## src/rtl/ysyx_22040386_rf_wb_arbiter.sv

```systemverilog
// ysyx_22040386_rf_wb_arbiter
// Write-back arbiter and scoreboard for the 32 x 64-bit integer register file.
// Shares the single write port between the ALU and LSU write-back requesters
// (round-robin), drives the port from a registered stage, and keeps one
// pending bit per register so decode can stall on an outstanding write.
//
// Ports:
//   clk, rst_n                    clock, asynchronous active-low reset
//   alu_valid/ready/waddr/wdata   ALU write-back request
//   lsu_valid/ready/waddr/wdata   LSU write-back request
//   sb_set, sb_addr               mark a destination register pending
//   sb_flush                      clear every pending bit
//   raddr1/2 -> busy1/2           operand has an outstanding write (comb.)
//   rf_wen/waddr/wdata            registered register-file write port
//   fwd1/2_valid, fwd1/2_data     bypass of the registered write (optional)
//
// Build option: define YSYX_22040386_WB_BYPASS_EN to add the fwd ports and let a
// bypass hit mask busy in the write cycle.
module ysyx_22040386_rf_wb_arbiter #(
  parameter int ADDR_WIDTH = 5,
  parameter int DATA_WIDTH = 64
) (
  input  logic                  clk,
  input  logic                  rst_n,
  input  logic                  alu_valid,
  output logic                  alu_ready,
  input  logic [ADDR_WIDTH-1:0] alu_waddr,
  input  logic [DATA_WIDTH-1:0] alu_wdata,
  input  logic                  lsu_valid,
  output logic                  lsu_ready,
  input  logic [ADDR_WIDTH-1:0] lsu_waddr,
  input  logic [DATA_WIDTH-1:0] lsu_wdata,
  input  logic                  sb_set,
  input  logic [ADDR_WIDTH-1:0] sb_addr,
  input  logic                  sb_flush,
  input  logic [ADDR_WIDTH-1:0] raddr1,
  input  logic [ADDR_WIDTH-1:0] raddr2,
  output logic                  busy1,
  output logic                  busy2,
`ifdef YSYX_22040386_WB_BYPASS_EN
  output logic                  fwd1_valid,
  output logic                  fwd2_valid,
  output logic [DATA_WIDTH-1:0] fwd1_data,
  output logic [DATA_WIDTH-1:0] fwd2_data,
`endif
  output logic                  rf_wen,
  output logic [ADDR_WIDTH-1:0] rf_waddr,
  output logic [DATA_WIDTH-1:0] rf_wdata
);

  localparam int NREG = 1 << ADDR_WIDTH;

  typedef enum logic {GNT_ALU = 1'b0, GNT_LSU = 1'b1} gnt_e;

  typedef struct packed {
    logic [ADDR_WIDTH-1:0] addr;
    logic [DATA_WIDTH-1:0] data;
  } wb_req_t;

  gnt_e            last_grant;
  wb_req_t         gnt_req;
  logic            grant;
  logic [NREG-1:0] pend, pend_nxt;

  // ---------------- arbitration ----------------
  // On a tie the requester that did not win last time gets the port.
  always_comb begin
    alu_ready = alu_valid && (!lsu_valid || last_grant == GNT_LSU);
    lsu_ready = lsu_valid && (!alu_valid || last_grant == GNT_ALU);
    grant     = alu_ready || lsu_ready;
    gnt_req   = alu_ready ? wb_req_t'{alu_waddr, alu_wdata}
                          : wb_req_t'{lsu_waddr, lsu_wdata};
  end

  always_ff @(posedge clk or negedge rst_n) begin
    if (!rst_n)         last_grant <= GNT_LSU;
    else if (alu_ready) last_grant <= GNT_ALU;
    else if (lsu_ready) last_grant <= GNT_LSU;
  end

  // ---------------- registered write stage ----------------
  // A grant to x0 completes the handshake and still moves addr/data, but never
  // raises the write enable.
  always_ff @(posedge clk or negedge rst_n) begin
    if (!rst_n) begin
      rf_wen   <= 1'b0;
      rf_waddr <= '0;
      rf_wdata <= '0;
    end else begin
      rf_wen <= grant && (gnt_req.addr != '0);
      if (grant) begin
        rf_waddr <= gnt_req.addr;
        rf_wdata <= gnt_req.data;
      end
    end
  end

  // ---------------- scoreboard ----------------
  // Set is applied after clear so a newly issued instruction keeps its bit
  // when an older write to the same register commits in the same cycle.
  always_comb begin
    pend_nxt = pend;
    if (rf_wen) pend_nxt[rf_waddr] = 1'b0;
    if (sb_set) pend_nxt[sb_addr]  = 1'b1;
    pend_nxt[0] = 1'b0;
    if (sb_flush) pend_nxt = '0;
  end

  always_ff @(posedge clk or negedge rst_n) begin
    if (!rst_n) pend <= '0;
    else        pend <= pend_nxt;
  end

`ifdef YSYX_22040386_WB_BYPASS_EN
  // The register file only sees the registered write at the end of this
  // cycle, so forward it now and drop the stall one cycle early.
  always_comb begin
    fwd1_valid = rf_wen && (rf_waddr == raddr1) && (raddr1 != '0);
    fwd2_valid = rf_wen && (rf_waddr == raddr2) && (raddr2 != '0);
    fwd1_data  = rf_wdata;
    fwd2_data  = rf_wdata;
    busy1      = pend[raddr1] && !fwd1_valid;
    busy2      = pend[raddr2] && !fwd2_valid;
  end
`else
  always_comb begin
    busy1 = pend[raddr1];
    busy2 = pend[raddr2];
  end
`endif

endmodule
```

## config.mk

```make
export PLATFORM = sky130hd
export DESIGN_NAME = ysyx_22040386_rf_wb_arbiter
export DESIGN_NICKNAME = d
export VERILOG_FILES = /design/src/rtl/ysyx_22040386_rf_wb_arbiter.sv
export SDC_FILE = /design/constraint.sdc
export NUM_CORES = 1
export LEC_CHECK = 0
export CORE_MARGIN = 8
export CORE_UTILIZATION = 30
export CTS_CLUSTER_SIZE = 8
export DETAILED_ROUTE_END_ITERATION = 7
export SLEW_MARGIN = 15
export SYNTH_ARGS = -nofsm -noshare
export SYNTH_HDL_FRONTEND = slang
export SYNTH_SLANG_ARGS = --single-unit
```

## constraint.sdc

```tcl
create_clock -name clk -period 1.6 [get_ports clk]
set_input_delay 0.16 -clock clk [delete_from_list [all_inputs] [get_ports clk]]
set_output_delay 0.16 -clock clk [all_outputs]
set_load 0.01 [all_outputs]
```

Word level (Yosys, flattened, before mapping)
Index checks and enable logic that the tools add are counted.
Widths: inputs -> output; s select.
Word-level totals
  flip-flop bits (word level): 103
  memories kept: 0
  memory bits (writable): 0
  memory bits (read-only): 0
  word-level logic and storage cells: 41
  bits in latches: 0
  input bits: 159
Operators by class
  divide/modulo/power cells: 0
  eq/ne operators: 0
  bitwise operators: 4
  multiplexer cells: 14
  reduce and logical (&&, ||, !) cells: 12
  add/subtract/negate cells: 0
  multipliers: 0
  shifts and indexed selects: 0
  $lt $le $gt $ge: 6
Operators with widths (count)
  $mux 32: 3
  $mux 69: 1
  $and 32x32->32: 1
  $not 32->32: 1
  $or 32x32->32: 1
  $lt 5x6->1 const B: 4
  $bmux 1 s5: 2
  $demux 1 s5: 2
  $ge 5x1->1 const B: 2
  $mux 1: 6
  $logic_and 1x1->1: 5
  $reduce_bool 5->1: 1
  $logic_or 1x1->1: 3
  $logic_not 1->1: 2
  $reduce_bool 2->1: 1
  $not 1->1: 1

Logic depth before layout (Yosys ltp)
Gate-level depths: netlist of the first run.
  depth in word-level cells: 10
  depth in mapped cells: 6

Worst setup path after synthesis of the first run
No wires, ideal clock.
  path type: reg-to-reg
  start point: register rf_waddr[3]
  end point: register pend[19]
  period minus slack after synthesis: 1414 ps
  path buffers: 1
  setup time: 136 ps
  required time: 1464 ps
  path slack: 186 ps
  arrival: 1277 ps
  stages on the path, launching flop included: 5
  path through: dfrtp_1 > clkbuf_1 > or3b_2 > o21ai_0 > a21oi_1
On the way
  word-level cells in the longest chain between the ends: 10
  elaborated cells on any way between the ends: 11
RTL lines
  start: declaration: line 47  | output logic [ADDR_WIDTH-1:0] rf_waddr,
  start signal: assignment: line 92  | rf_waddr <= gnt_req.addr;
  $lt 5x6->1 (implied by the code) / $ge 5x1->1 (equally long branches): line 103  | if (rf_wen) pend_nxt[rf_waddr] = 1'b0;
  $logic_and 1x1->1 (implied by the code): line 103
  $mux 1 (implied by the code): line 103
  $demux 1 s5 *: line 103
  $not 32->32 (no source line) *
  $and 32x32->32 (no source line) *
  $mux 32 *: line 103
  $or 32x32->32 (no source line)
  $mux 32 *: line 104  | if (sb_set) pend_nxt[sb_addr] = 1'b1;
  $mux 32 *: line 106  | if (sb_flush) pend_nxt = '0;
  named net pend_nxt[19]: line 63  | logic [NREG-1:0] pend, pend_nxt;
  end signal: assignment: line 111  | else pend <= pend_nxt;
  end: declaration: line 63
The timed path passes the listed nets; every way through them passes the cells marked *.
A chain may end at the register's enable or synchronous reset.

Final worst setup path of the first run
  start point: register pend[7]
  end point: output busy1
On the way
  word-level cells in the longest chain between the ends: 2
RTL lines
  $bmux 1 s5: line 127  | busy1 = pend[raddr1];
  $mux 1 (implied by the code): line 127
  end: declaration: line 38  | output logic busy1,
No other way between the ends. The select of a mux whose other input is x is not followed.

==> reports/summary.json, run 1 <==
{
  "setup_path": {
    "rr_startpoint": "rf_waddr[0]$_DFFE_PN0P_",
    "regToRegSetupSlack_ps": 90,
    "start_kind": "register",
    "critical_path.max_fanout": 3,
    "timing.critical_path.slowest_stage_cell": "mux4_2",
    "worstPathArrival_ps": 1710,
    "cp.required_ps": 1440,
    "r2r-end": "pend[4]$_DFF_PN0_",
    "timing.critical_path.slowest_cell_delay_ps": 490,
    "rr_worst_depth": 4,
    "worst_setup_path_end_kind": "output pin",
    "crit_path_kind": "register to output pin",
    "cp_cell_sequence": "mux4_2 > nand2b_4 > o211ai_1 > nand4_1 > buf_2",
    "timing.critical_path.max_delay_family": "multiplexers",
    "critical_path_buffer_and_inverter_count": 1
  },
  "route": {
    "routed_wire_length_per_instance_um": 18.1,
    "detailedRoute.firstIterationViolations": 270,
    "drt_first_pass_iters": 4,
    "drt-total-wl_um": 18500,
    "remaining_drc_errors": 0,
    "avgViaCountPerCell": 4.89,
    "dr_total_vias": 4999,
    "postRouteAntennaNets": 0
  },
  "power": {
    "power_density_mw_per_mm2": 876,
    "ir_worst_vdd_mv": 0.475,
    "cellLeakagePower_nw": 3.31,
    "p_total_mw": 7.09
  },
  "layout": {
    "stdcell_area_sq_mm": 0.00810,
    "register_area_sq_mm": 0.00256,
    "post_route_utilization_pct": 50.8,
    "final_layout_size_suffix_gt1_share_pct": 9.93,
    "num-nets-final": 960,
    "layout-area-overhead-vs-synth_pct": 65.4,
    "layoutNonFillerInstCount": 1022,
    "final.fill_count": 1485,
    "multi_input_comb_area_sq_mm": 0.00222,
    "antennaDiodeCount": 0
  },
  "timing": {
    "fin_crit_sh_pct": 117,
    "fin_crit_ps": 1870,
    "report.final.setup_viol": 2,
    "final_max_slew_viol_count": 0,
    "slew_headroom_pct": 69.3,
    "final.setup.worst_slack_ps": -275,
    "finalSetupTns_ps": -544,
    "tightestPinTransition_ps": 460,
    "timing_hold_violations_final": 0,
    "final.setup_skew_ps": 8.50,
    "max_freq_ghz": 0.533,
    "holdWs_ps": 260,
    "grt_setup_unrepaired": "true"
  },
  "global_routing": {
    "gr-usage-met3_pct": 5.24,
    "via_count_of_the_first_global_routing_pass": 5474,
    "grt.busiest_layer": "met2",
    "overflow_left_after_global_routing": 0,
    "global_route.usage.total_pct": 18.1,
    "globalRouteMet1Util_pct": 21.0,
    "antenna_found_initial": 2,
    "grt_start_max_net_pins": 43,
    "grt_first_pass_wirelength_um": 29000,
    "groute.layer.met2.usage_pct": 31.1
  },
  "placement": {
    "place_congestion": 0.889,
    "numPortBuffers": 232,
    "dpl-instance-area_sq_mm": 0.00771,
    "detailed_place_hpwl_um": 14800,
    "pre_cts_slack_ps": -757,
    "place_inst": 1000
  },
  "synth": {
    "synth_sequential_area_ratio_pct": 52.2,
    "synth_warnings": 0,
    "synth.cell_area_sq_mm": 0.00490,
    "synth.ff_latch_count": 102,
    "syn-instance-count": 550,
    "synth.net_count": 709,
    "distinct_cells_synth": 33,
    "post_synth.cell_area_avg_sq_um": 8.90
  },
  "status": {
    "violations": "negative setup slack",
    "run_status": "finished, violations left"
  },
  "die": {
    "i_o_pins": 233,
    "initial_utilization_pct": 30.7,
    "core.rowCount": 46,
    "floorplan.die_area_sq_mm": 0.0207,
    "chip_width_um": 144,
    "core_region_area_sq_mm": 0.0159,
    "die_y_um": 144
  },
  "clock_network": {
    "cts_tree": "built",
    "cts_num_sinks": 102,
    "clk-insertion-delay-late_ps": 330,
    "number_of_buffers_created_by_cts": 9,
    "clock_path_buffers": 2,
    "htree_num_levels": 3,
    "cts.clk_slew.worst_paths_ps": 70,
    "root_buffer": "clkbuf_16"
  },
  "worst_hold_path": {
    "holdCritPathClass": "input port to async pin"
  },
  "flow_run": {
    "cap_violations": 0
  }
}
registers in the layout, summed over array words and instances (netlist names):
register	flops
rf_wdata	64
rf_waddr	5
last_grant	1
rf_wen	1
pend	31
layer usage:
metal / up-vias / part of all wire, %
met5: - / 0.11
met1: 2338 / 40
li1: 2436 / -
met4: 4 / 1.4
met2: 198 / 51
met3: 23 / 7.4
logic make-up after synthesis:
| group | synth area share, % |
|---|---|
| simple gates | 20.1 |
| mux | 6.44 |
| flops | 52.2 |
| buf+inv | 3.45 |
| compound gates | 17.8 |
Yosys cell counts (all sizes together):
cell type  number  share of area (%)
dfstp           1               0.54
nand2          49                3.8
a211oi          2               0.31
dfrtp         101                 52
or3             1               0.13
mux2i          18                3.7
inv             5               0.38
o2111ai         2               0.36
o211ai          2               0.31
nor3b           4               0.61
or4             2               0.31
nor2          142                 11
or2             1               0.13
nand3          10                1.0
nor3            1               0.10
nand2b          4               0.51
or3b            2               0.36
nand3b          5               0.77
o22ai          64                8.2
a31oi           5               0.64
nor2b           4               0.51
clkbuf         22                1.7
nand4           2               0.26
a22oi           4               0.61
o21ai          34                3.5
a21oi          37                3.8
and3b           3               0.54
mux4            6                2.8
and3            2               0.26
o21a            1               0.15
buf            14                1.4
layout make-up:
class                           instances  share of cell area (%)
Tap cell                              216                    3.34
Multi-Input combinational cell        407                    27.4
Sequential cell                       102                    31.6
Clock inverter                          4                   0.680
Timing Repair Buffer                  276                    33.7
Inverter                                5                   0.232
Clock buffer                           12                    3.04
repair_timing:
action	CTS	global route
setup buffers	2	2
resized for setup	20	3
endpoints found under the hold margin	20	0
pin swaps	2	3
endpoints found under the setup margin	5	7
hold buffers	1	0
gates cloned	0	1
how the worst max path moves through the flow:
stage                             from            endpoint  cells after the start
6_report             pend[7]$_DFF_PN0_               busy1                      5
5_1_grt              pend[7]$_DFF_PN0_               busy1                      5
4_1_cts              pend[7]$_DFF_PN0_               busy2                      5
3_5_place_dp                 raddr1[0]               busy1                      6
3_3_place_gp                 raddr2[0]               busy2                      6
2_1_floorplan  rf_waddr[3]$_DFFE_PN0P_  pend[19]$_DFF_PN0_                      4
cells in the final DEF, fill, tap and decap left out, drive strengths merged, types with 5 or more instances in the layout:
cell type and count:
dfrtp 101, nand3 10, clkbuf 13, o22ai 64, nand3b 5, o21ai 34, mux4 6, inv 6
buf 46, nor2 142, a31oi 5, nand2 49, mux2i 18, a21oi 37, clkdlybuf4s50 224
worst reg2reg max path, cell delays in order (launching register included):
cell     delay [ps]
dfrtp_1         380
buf_4           140
or3b_2          560
o21ai_0         200
a21oi_1         100
power breakdown:
part / switching [mW] / internal (mW) / total (mW)
sequential: 0.156 / 2.82 / 2.97
combinational: 0.862 / 1.07 / 1.93
clock: 0.923 / 1.27 / 2.19
total: 1.94 / 5.15 / 7.09
Power figures use the tool's default switching activity.
==> run 2: changes to the inputs <==
--- a/config.mk
+++ b/config.mk
@@ -11,2 +11,3 @@
 export DETAILED_ROUTE_END_ITERATION = 7
+export GPL_TIMING_DRIVEN = 0
 export SLEW_MARGIN = 15
==> constraint.sdc (replaced) <==
create_clock -name clk -period 1.6 [get_ports clk]
set_input_delay 0.24 -clock clk [delete_from_list [all_inputs] [get_ports clk]]
set_output_delay 0.24 -clock clk [all_outputs]
set_load 0.01 [all_outputs]
==> reports/summary.json, run 2 (synthesis gave the netlist of run 1 again) <==
{
  "status": {
    "run_status": "finished, violations left",
    "violations": "negative setup slack"
  },
  "global_routing": {
    "global_route.usage.total": {"value": 18.8, "unit": "%", "change": "+0.74 points"},
    "antenna_found_initial": {"value": 1, "change": "-1"},
    "overflow_left_after_global_routing": {"value": 0, "change": "unchanged"},
    "grt_first_pass_wirelength": {"value": 29900, "unit": "um", "change": "+3.2%"},
    "grt_start_max_net_pins": {"value": 62, "change": "+44%"},
    "via_count_of_the_first_global_routing_pass": {"value": 5574, "change": "+1.8%"}
  },
  "clock_network": {
    "root_buffer": "clkbuf_16",
    "clock_path_buffers": {"value": 2, "change": "unchanged"},
    "cts_tree": "built",
    "htree_num_levels": {"value": 3, "change": "unchanged"},
    "cts_num_sinks": {"value": 102, "change": "unchanged"},
    "clk-insertion-delay-late": {"value": 340, "unit": "ps", "change": "about the same"},
    "cts.clk_slew.worst_paths": {"value": 70, "unit": "ps", "change": "about the same"},
    "number_of_buffers_created_by_cts": {"value": 9, "change": "unchanged"}
  },
  "layout": {
    "final_layout_size_suffix_gt1_share": {"value": 11.4, "unit": "%", "change": "+1.5 points"},
    "largest_reg_flops": {"value": 64, "change": "unchanged"},
    "final.fill_count": {"value": 1475, "change": "-0.67%"},
    "stdcell_area": {"value": 0.00809, "unit": "sq mm", "change": "about the same"},
    "layout.cells.most_common": "clkdlybuf4s50_1",
    "layout_common_cells": "clkdlybuf4s50_1 (218), nor2_1 (142), dfrtp_1 (101)",
    "register_area": {"value": 0.00255, "unit": "sq mm", "change": "about the same"},
    "layout-area-overhead-vs-synth": {"value": 65.3, "unit": "%", "change": "about the same"},
    "top_register": "rf_wdata",
    "top_regs": "rf_wdata x64, pend x31, rf_waddr x5",
    "multi_input_comb_area": {"value": 0.00228, "unit": "sq mm", "change": "+2.5%"},
    "num-nets-final": {"value": 968, "change": "+0.83%"}
  },
  "placement": {
    "pre_cts_slack": {"value": -1010, "unit": "ps", "change": "-248 ps"},
    "numPortBuffers": {"value": 228, "change": "-1.7%"},
    "detailed_place_hpwl": {"value": 15300, "unit": "um", "change": "+3.5%"},
    "dpl-instance-area": {"value": 0.00748, "unit": "sq mm", "change": "-3.0%"},
    "place_congestion": {"value": 0.834, "change": "-6.2%"}
  },
  "setup_path": {
    "critical_path.max_fanout": {"value": 3, "change": "unchanged"},
    "worst_setup_path_end_kind": "output pin",
    "critical_path_buffer_and_inverter_count": {"value": 1, "change": "unchanged"},
    "timing.critical_path.max_delay_family": "multiplexers",
    "crit_path_kind": "register to output pin",
    "start_kind": "register",
    "timing.critical_path.slowest_cell_delay": {"value": 460, "unit": "ps", "change": "-30 ps"},
    "regToRegSetupSlack": {"value": 10, "unit": "ps", "change": "-80 ps"},
    "cp_cell_sequence": "mux4_2 > nand2b_4 > o2111ai_2 > nand4_1 > buf_2",
    "cp.required": {"value": 1360, "unit": "ps", "change": "-80 ps"},
    "timing.critical_path.slowest_stage_cell": "mux4_2",
    "worstPathArrival": {"value": 1700, "unit": "ps", "change": "about the same"}
  },
  "die": {
    "die_y": {"value": 144, "unit": "um", "change": "unchanged"},
    "core_region_area": {"value": 0.0159, "unit": "sq mm", "change": "unchanged"},
    "core.rowCount": {"value": 46, "change": "unchanged"},
    "floorplan.die_area": {"value": 0.0207, "unit": "sq mm", "change": "unchanged"},
    "i_o_pins": {"value": 233, "change": "unchanged"},
    "initial_utilization": {"value": 30.7, "unit": "%", "change": "unchanged"},
    "chip_width": {"value": 144, "unit": "um", "change": "unchanged"}
  },
  "power": {
    "ir_worst_vdd": {"value": 0.478, "unit": "mV", "change": "+0.47%"},
    "p_int": {"value": 5.09, "unit": "mW", "change": "-1.1%"},
    "power_frac_clock": {"value": 30.4, "unit": "%", "change": "-0.5 points"},
    "power_density": {"value": 877, "unit": "mW/mm^2", "change": "+0.17%"},
    "net-switching-power": {"value": 2.00, "unit": "mW", "change": "+3.3%"},
    "p_total": {"value": 7.10, "unit": "mW", "change": "+0.13%"},
    "cellLeakagePower": {"value": 3.30, "unit": "nW", "change": "about the same"},
    "sw_frac_of_total": {"value": 28.2, "unit": "%", "change": "+0.87 points"},
    "seqPwrFrac": {"value": 41.7, "unit": "%", "change": "-0.2 points"},
    "p_comb_share": {"value": 27.9, "unit": "%", "change": "+0.7 points"}
  },
  "timing": {
    "max_freq": {"value": 0.515, "unit": "GHz", "change": "-3.4%"},
    "final_max_slew_viol_count": {"value": 0, "change": "unchanged"},
    "report.final.setup_viol": {"value": 2, "change": "unchanged"},
    "slew_headroom": {"value": 51.3, "unit": "%", "change": "-18 points"},
    "final.setup.worst_slack": {"value": -341, "unit": "ps", "change": "-66.5 ps"},
    "tightestPinTransition": {"value": 728, "unit": "ps", "change": "+268 ps"},
    "timing_hold_violations_final": {"value": 0, "change": "unchanged"},
    "final.setup_skew": {"value": 8.89, "unit": "ps", "change": "+0.394 ps"},
    "fin_crit_sh": {"value": 121, "unit": "%", "change": "+4.2 points"},
    "holdWs": {"value": 386, "unit": "ps", "change": "+126 ps"},
    "grt_setup_unrepaired": "true",
    "fin_crit": {"value": 1940, "unit": "ps", "change": "+66.5 ps"}
  },
  "route": {
    "dr_total_vias": {"value": 5106, "change": "+2.1%"},
    "drt-total-wl": {"value": 19400, "unit": "um", "change": "+4.8%"},
    "drt_first_pass_iters": {"value": 5, "change": "+1"},
    "routed_wire_length_per_instance": {"value": 18.8, "unit": "um", "change": "+3.8%"},
    "detailedRoute.firstIterationViolations": {"value": 259, "change": "-4.1%"},
    "postRouteAntennaNets": {"value": 0, "change": "unchanged"},
    "remaining_drc_errors": {"value": 0, "change": "unchanged"},
    "avgViaCountPerCell": {"value": 4.95, "change": "+1.2%"}
  },
  "worst_hold_path": {
    "holdCritPathClass": "input port to async pin"
  },
  "flow_run": {
    "cap_violations": {"value": 0, "change": "unchanged"}
  }
}
-- run 2: cell count changes in the layout (fill, tap and decap cells not counted), sizes merged --
cell           previous run  this run
diode                     0         1
dlymetal6s2s              1         3
clkinv                    1         2
inv                       6         5
clkbuf                   13        33
clkinvlp                  1         2
buf                      46        38
dlygate4sd2               3         2
clkdlybuf4s50           224       218
-- run 2: repair_timing --
action / in CTS / in global routing
cloned: 0 / 0
hold buffers: 1 / 0
hold endpoints to repair: 40 / 0
gates resized for setup: 53 / 38
setup endpoints to repair: 67 / 44
buffers inserted: 8 / 10
pin swaps: 4 / 3
-- run 2: stage by stage --
stage	instances	utilization, %	setup TNS [ps]
2_1_floorplan	550	-	0
3_3_place_gp	994	46.7	-394680
3_5_place_dp	995	46.9	-36700
4_1_cts	1020	49.8	-797
5_1_grt	1031	50.8	-1020
6_report	1031	50.8	-677
-- run 2: layer usage --
layer  track usage [%]  vias up  wire, um
met5                 0        -         0
met4              7.19        0       392
met3              6.04       30      1470
met2              32.5      209      9770
met1              21.1     2412      7720
li1                  -     2455         -
-- run 2: cell type report --
class / instances / share of cell area, %
buffer: 36 / 2.63
inverter: 5 / 0.386
timing repair buffer: 248 / 30.3
clock inverter: 5 / 0.727
tap: 216 / 3.34
multi-input combinational: 407 / 28.1
antenna: 1 / 0.0309
clock buffer: 11 / 2.88
sequential: 102 / 31.6
-- run 2: power groups by stage --
stage | clock, mW | sequential, mW | combinational [mW]
final | 2.16 | 2.96 | 1.98
after detailed placement | 0 | 3.01 | 1.86
after CTS | 2.24 | 2.96 | 1.95
after global placement | 0 | 3.00 | 1.85
after floorplan | 0 | 3.10 | 0.551
after global routing | 2.35 | 2.99 | 2.13
-- run 2: path summary, 6_finish.rpt --
kind | from | cells after the start | to
worst max register to register | last_grant$_DFFE_PN1P_ | 6 | rf_wdata[46]$_DFFE_PN0P_
min in group clk | lsu_valid | 2 | last_grant$_DFFE_PN1P_
max in group asynchronous | rst_n | 3 | rf_wdata[17]$_DFFE_PN0P_
worst min-delay path | rst_n | 2 | pend[26]$_DFF_PN0_
worst max-delay path | pend[20]$_DFF_PN0_ | 5 | busy1
worst min register to register | rf_wdata[47]$_DFFE_PN0P_ | 2 | rf_wdata[47]$_DFFE_PN0P_
